<file path="config.mk">
export PLATFORM = sky130hd
export DESIGN_NAME = hp_tracker
export DESIGN_NICKNAME = d
export VERILOG_FILES = /design/src/rtl/hp_tracker.sv
export SDC_FILE = /design/constraint.sdc
export NUM_CORES = 1
export LEC_CHECK = 0
export CAP_MARGIN = 10
export CORE_UTILIZATION = 30
export DETAILED_ROUTE_END_ITERATION = 8
export HOLD_SLACK_MARGIN = 0.15
export PLACE_DENSITY = 0.5
export SLEW_MARGIN = 20
export SYNTH_ARGS = -nofsm -noshare
export SYNTH_HDL_FRONTEND = slang
export SYNTH_SLANG_ARGS = --single-unit
</file>
<file path="constraint.sdc">
create_clock -name clk -period 2.8 [get_ports clk]
set_clock_uncertainty 0.2 [all_clocks]
set_input_delay 0.56 -clock clk [delete_from_list [all_inputs] [get_ports clk]]
set_output_delay 0.56 -clock clk [all_outputs]
set_load 0.05 [all_outputs]
</file>
<file path="src/rtl/hp_tracker.sv">
// Player HP counter with invincibility window, sticky game-over and an HP bar pixel.
// Optional HP_TRACKER_FLASH_EN: filled bar flashes white every 4th frame while invincible.
module hp_tracker #(
  parameter int unsigned X             = 480,
  parameter int unsigned Y             = 584,
  parameter int unsigned WIDTH         = 112,
  parameter int unsigned HEIGHT        = 32,
  parameter int unsigned MAX_HP        = 28,
  parameter int unsigned PX_PER_HP     = 4,
  parameter int unsigned DAMAGE        = 1,
  parameter int unsigned HEAL          = 4,
  parameter int unsigned IFRAME_CYCLES = 32500000
) (
  input  logic        clk,
  input  logic        rst,
  input  logic [10:0] hcount_in,
  input  logic [9:0]  vcount_in,
  input  logic        damage_in,
  input  logic        heal_in,
  output logic [7:0]  hp_out,
  output logic        invincible_out,
  output logic        game_over_out,
  output logic [11:0] pixel_out
);

  localparam logic [7:0]  MaxHp    = 8'(MAX_HP);
  localparam logic [7:0]  DmgHp    = 8'(DAMAGE);
  localparam logic [7:0]  HealHp   = 8'(HEAL);
  localparam logic [31:0] IfLast   = 32'(IFRAME_CYCLES - 1);
  localparam logic [11:0] PxW      = 12'(PX_PER_HP);
  localparam logic [11:0] XL       = 12'(X);
  localparam logic [11:0] XEnd     = 12'(X + WIDTH);
  localparam logic [11:0] YL       = 12'(Y);
  localparam logic [11:0] YEnd     = 12'(Y + HEIGHT);
  localparam logic [11:0] FullFill = 12'(MAX_HP * PX_PER_HP);

  typedef enum logic [1:0] {StAlive, StInvincible, StDead} state_e;

  state_e      state_q, state_d;
  logic [7:0]  hp_q, hp_d;
  logic [31:0] cnt_q, cnt_d;
  logic        dmg_q, dmg_prev_q, heal_q, heal_prev_q;
  logic        game_over_q;
  logic [11:0] fill_q, pixel_q, pixel_d;
  logic        hit, heal_edge;
  logic [8:0]  heal_sum;
  logic [7:0]  heal_val;
  logic [11:0] h12, v12, fill_color;
  logic        in_bar;

  assign hit       = dmg_q & ~dmg_prev_q;
  assign heal_edge = heal_q & ~heal_prev_q;
  assign heal_sum  = {1'b0, hp_q} + {1'b0, HealHp};
  assign heal_val  = (heal_sum > {1'b0, MaxHp}) ? MaxHp : heal_sum[7:0];

  always_comb begin
    state_d = state_q;
    hp_d    = hp_q;
    cnt_d   = cnt_q;
    case (state_q)
      StAlive: begin
        // A hit shadows a simultaneous heal here
        if (hit) begin
          if (hp_q > DmgHp) begin
            hp_d    = hp_q - DmgHp;
            state_d = StInvincible;
            cnt_d   = '0;
          end else begin
            hp_d    = '0;
            state_d = StDead;
          end
        end else if (heal_edge) begin
          hp_d = heal_val;
        end
      end
      StInvincible: begin
        if (heal_edge) hp_d = heal_val;
        if (cnt_q == IfLast) begin
          state_d = StAlive;
          cnt_d   = '0;
        end else begin
          cnt_d = cnt_q + 32'd1;
        end
      end
      StDead: ;
      default: state_d = StAlive;
    endcase
  end

`ifdef HP_TRACKER_FLASH_EN
  logic [1:0] frame_cnt_q, frame_cnt_d;
  logic       flash_q, flash_d;

  always_comb begin
    frame_cnt_d = frame_cnt_q;
    flash_d     = flash_q;
    if (state_q != StInvincible) begin
      frame_cnt_d = '0;
      flash_d     = 1'b0;
    end else if (hcount_in == 11'd0 && vcount_in == 10'd0) begin
      frame_cnt_d = frame_cnt_q + 2'd1;
      if (frame_cnt_q == 2'd3) flash_d = ~flash_q;
    end
  end

  always_ff @(posedge clk) begin
    if (!rst) begin
      frame_cnt_q <= '0;
      flash_q     <= 1'b0;
    end else begin
      frame_cnt_q <= frame_cnt_d;
      flash_q     <= flash_d;
    end
  end

  assign fill_color = flash_q ? 12'hFFF : 12'hFF0;
`else
  assign fill_color = 12'hFF0;
`endif

  assign h12    = {1'b0, hcount_in};
  assign v12    = {2'b0, vcount_in};
  assign in_bar = (h12 >= XL) && (h12 < XEnd) && (v12 >= YL) && (v12 < YEnd);

  always_comb begin
    pixel_d = 12'h000;
    if (in_bar) pixel_d = (h12 < XL + fill_q) ? fill_color : 12'hF00;
  end

  always_ff @(posedge clk) begin
    if (!rst) begin
      state_q     <= StAlive;
      hp_q        <= MaxHp;
      cnt_q       <= '0;
      dmg_q       <= 1'b0;
      dmg_prev_q  <= 1'b0;
      heal_q      <= 1'b0;
      heal_prev_q <= 1'b0;
      game_over_q <= 1'b0;
      fill_q      <= FullFill;
      pixel_q     <= '0;
    end else begin
      state_q     <= state_d;
      hp_q        <= hp_d;
      cnt_q       <= cnt_d;
      dmg_q       <= damage_in;
      dmg_prev_q  <= dmg_q;
      heal_q      <= heal_in;
      heal_prev_q <= heal_q;
      game_over_q <= (state_q == StDead);
      fill_q      <= {4'b0, hp_q} * PxW;
      pixel_q     <= pixel_d;
    end
  end

  assign hp_out         = hp_q;
  assign invincible_out = (state_q == StInvincible);
  assign game_over_out  = game_over_q;
  assign pixel_out      = pixel_q;

endmodule

</file>
==> flow_summary.json <==
{
  "status": "finished clean",
  "final-max-slew-violation-count": 0,
  "kind_of_end_point_of_the_critical_path": "primary output",
  "finalCoreUtilization_pct": 37.3,
  "worst_hold_startpoint": "heal_q",
  "worst_ep_required_time_ps": 2040,
  "number_of_global_route_vias_before_repair": 2476,
  "die_height_um": 105,
  "tightest_slew_ps": 495,
  "rsz0062_at_grt": "false",
  "drt_first_iter_violations": 55,
  "clock_power_share_pct": 41.9,
  "power.leakage_nw": 1.44,
  "die-area_um2": 10900,
  "path_cells": "clkdlybuf4s50_1",
  "number_of_buffers_added_by_the_clock_tree_synthesis_step": 9,
  "avgViaCountPerCell": 4.78,
  "net-switching-power_uw": 472,
  "cts.path.max_buffers": 2,
  "route.detailed.wl_per_inst_um": 12.3,
  "synth.avg_cell_area_um2": 8.47,
  "worstSetupPathDepth": 1,
  "p_int_mw": 1.34,
  "clk_root_buffer_cell": "sky130_fd_sc_hd__clkbuf_8",
  "crit_path_max_incr_delay_ps": 900,
  "hold_viol": 0,
  "mappedNetlistArea_um2": 3160,
  "power_switching_share_pct": 26.0,
  "detailedPlacementHpwl_mm": 4.92,
  "synth_cell_type_count": 56,
  "worst-r2r-cell-count": 10,
  "final_net_count": 452,
  "tritoncts": "yes",
  "layout-drive-gt1-share_pct": 10.3,
  "worstReg2RegEnd": "cnt_q[15]",
  "period_needed_ps": 2630,
  "cts.clk_slew.worst_paths_ps": 70,
  "timing.setup.tns_ps": 0,
  "timing.critical_path.max_delay_family": "buffers and inverters",
  "postLayoutSetupSlackWorst_ps": 166,
  "synth_area_leaders": "sky130_fd_sc_hd__dfxtp_1 36%, sky130_fd_sc_hd__ha_1 6.3%, sky130_fd_sc_hd__nor2_1 5.6%",
  "clock_insertion_delay_worst_skew_ps": 340,
  "setup_viol_count_final": 0,
  "power.share.sequential_pct": 46.2,
  "cts_repair_resize_count": 0,
  "clock.fmax_mhz": 380,
  "power.ir.vdd_worst_uv": 206,
  "synth-edff-count": 0,
  "slew_headroom_pct": 66.7,
  "total_routing_resource_utilization_after_global_routing_pct": 13.2,
  "grt_start_max_net_pins": 30,
  "fillerInstances": 1095,
  "hold_class": "register to register",
  "worstPathBufferInverterCount": 1,
  "area_growth_syn_to_layout_pct": 21.2,
  "synthDominantAreaCellType": "sky130_fd_sc_hd__dfxtp_1",
  "ctsHtreeMaxLevel": 3,
  "ios": 47,
  "vias": 2640,
  "worst_ep_arrival_time_ps": 1870,
  "post-route-period-util_pct": 94.1,
  "worstSetupPathType": "register to primary output",
  "hold-path-cell-count": 1,
  "rrSetupSlack_ps": 320,
  "port-buffer-count": 37,
  "cts.repair_timing.setup_buffer_count": 0,
  "die_x_um": 105,
  "postRouteWirelength_mm": 6.80,
  "power.combinational.fraction_pct": 11.9,
  "cellPowerDensity_nw_per_um2": 474,
  "synthCells": 373,
  "gp_routability_congestion": 0.775,
  "num_rows": 37,
  "antenna_cells_inserted": 0,
  "yosys_most_used_dff": "sky130_fd_sc_hd__dfxtp_1",
  "dr.pass1.iters": 4,
  "floorplan.core_area_um2": 10300,
  "drv_cap": 0,
  "yosys_register_bits": 57,
  "globalRouteOverflowTotal": 0,
  "effective_utilization_at_floorplan_pct": 30.7,
  "cts_hold_repair.buffers": 0,
  "first_pass_grt_wire_length_mm": 11.8,
  "grt_antenna_before_repair": 0,
  "detail-route-antenna-nets": 0,
  "seq_area_frac_synth_pct": 36.1,
  "dp_worst_setup_slack_ps": 309,
  "timing.rr.start": "hp_out[0]",
  "start_kind": "register",
  "timing.critical_path.slowest_stage_cell": "sky130_fd_sc_hd__clkdlybuf4s50_1",
  "clkSinkCount": 57,
  "post-route-drc-count": 0,
  "synth_largest_type_area_fraction_pct": 36.1,
  "postSynth.asyncResetShare_pct": 0,
  "yosys_warnings": 0,
  "critical_path_peak_fanout": 13,
  "timing.hold.worst_endpoint": "heal_prev_q"
}
==> power by group through the flow <==
| stage | sequential, mW | clock (mW) | combinational [mW] |
|---|---|---|---|
| 2_1_floorplan | 0.869 | 0 | 0.132 |
| 3_3_place_gp | 0.856 | 0 | 0.217 |
| 3_5_place_dp | 0.856 | 0 | 0.217 |
| 4_1_cts | 0.838 | 0.789 | 0.218 |
| 5_1_grt | 0.840 | 0.830 | 0.238 |
| 6_report | 0.838 | 0.760 | 0.215 |
==> worst max-delay path by stage <==
| stage | startpoint | slack (ps) | to |
|---|---|---|---|
| after floorplan | hp_out[2] | 270 | cnt_q[31] |
| after global placement | hp_out[0] | 350 | cnt_q[15] |
| after detailed placement | hcount_in[3] | 310 | pixel_out[7] |
| after CTS | hp_out[4] | 140 | hp_out[4] |
| after global routing | hp_out[4] | 90 | hp_out[4] |
| final | hp_out[4] | 170 | hp_out[4] |
==> cell usage after synthesis, drive strengths merged, types with 11 or more instances <==
cell type and number:
xor2 14, nand3 24, buf 16, a21oi 11
ha 16, xnor2 20, inv 15, o21ai 14
nor2 51, dfxtp 57, and2 11, nand2 25
==> logic make-up after synthesis <==
logic type      share of synthesized area (%)
simple gates                             30.8
flops                                    36.1
compound gates                           10.6
buf+inv                                  6.30
xor+xnor                                 9.43
fa+ha+maj                                6.34
other cells                             0.119
mux                                     0.356
==> through the flow <==
| step | hold WS, ps | area, µm² | std cells | total power, mW |
|---|---|---|---|---|
| after CTS | 254 | 3830 | 552 | 1.84 |
| final | 251 | 3830 | 552 | 1.81 |
| after global placement | 242 | 3630 | 536 | 1.07 |
| after detailed placement | 246 | 3630 | 536 | 1.07 |
| after floorplan | 231 | 3170 | 376 | 1.00 |
| after global routing | 267 | 3830 | 552 | 1.91 |
==> state kept, by name, indices dropped and copies added, names as in the netlist <==
signal	flops
game_over_out	1
fill_q	8
state_q	2
heal_prev_q	1
dmg_q	1
dmg_prev_q	1
cnt_q	32
heal_q	1
hp_out	8
pixel_out	2
==> metal layers <==
metal	track usage, %	vias up	share of wire, %
li1	-	1360	-
met1	17.3	1215	51
met2	20.8	54	43
met3	3.43	11	4.5
met4	5.13	0	1.6
met5	0	-	0
==> final cells by class <==
class / count / area [µm²] / area share, %
tap: 136 / 170 / 4.44
clock buffer: 10 / 138 / 3.59
multi-input combinational: 282 / 1830 / 47.8
inverter: 15 / 56.3 / 1.47
sequential: 57 / 1140 / 29.8
clock inverter: 6 / 57.6 / 1.50
timing repair buffer: 46 / 435 / 11.4
==> cells in the final DEF (no fill, tap or decap), types with 13 or more instances in the layout <==
cell type,synthesis,routed
sky130_fd_sc_hd__nor2_1,47,47
sky130_fd_sc_hd__dfxtp_1,57,57
sky130_fd_sc_hd__nand3_1,24,24
sky130_fd_sc_hd__nand2_1,25,25
sky130_fd_sc_hd__xnor2_1,20,20
sky130_fd_sc_hd__xor2_1,14,14
sky130_fd_sc_hd__clkdlybuf4s50_1,0,36
sky130_fd_sc_hd__ha_1,16,16
sky130_fd_sc_hd__inv_1,14,14
sky130_fd_sc_hd__o21ai_0,13,13
Note: power is estimated with default switching activity, not from simulation.
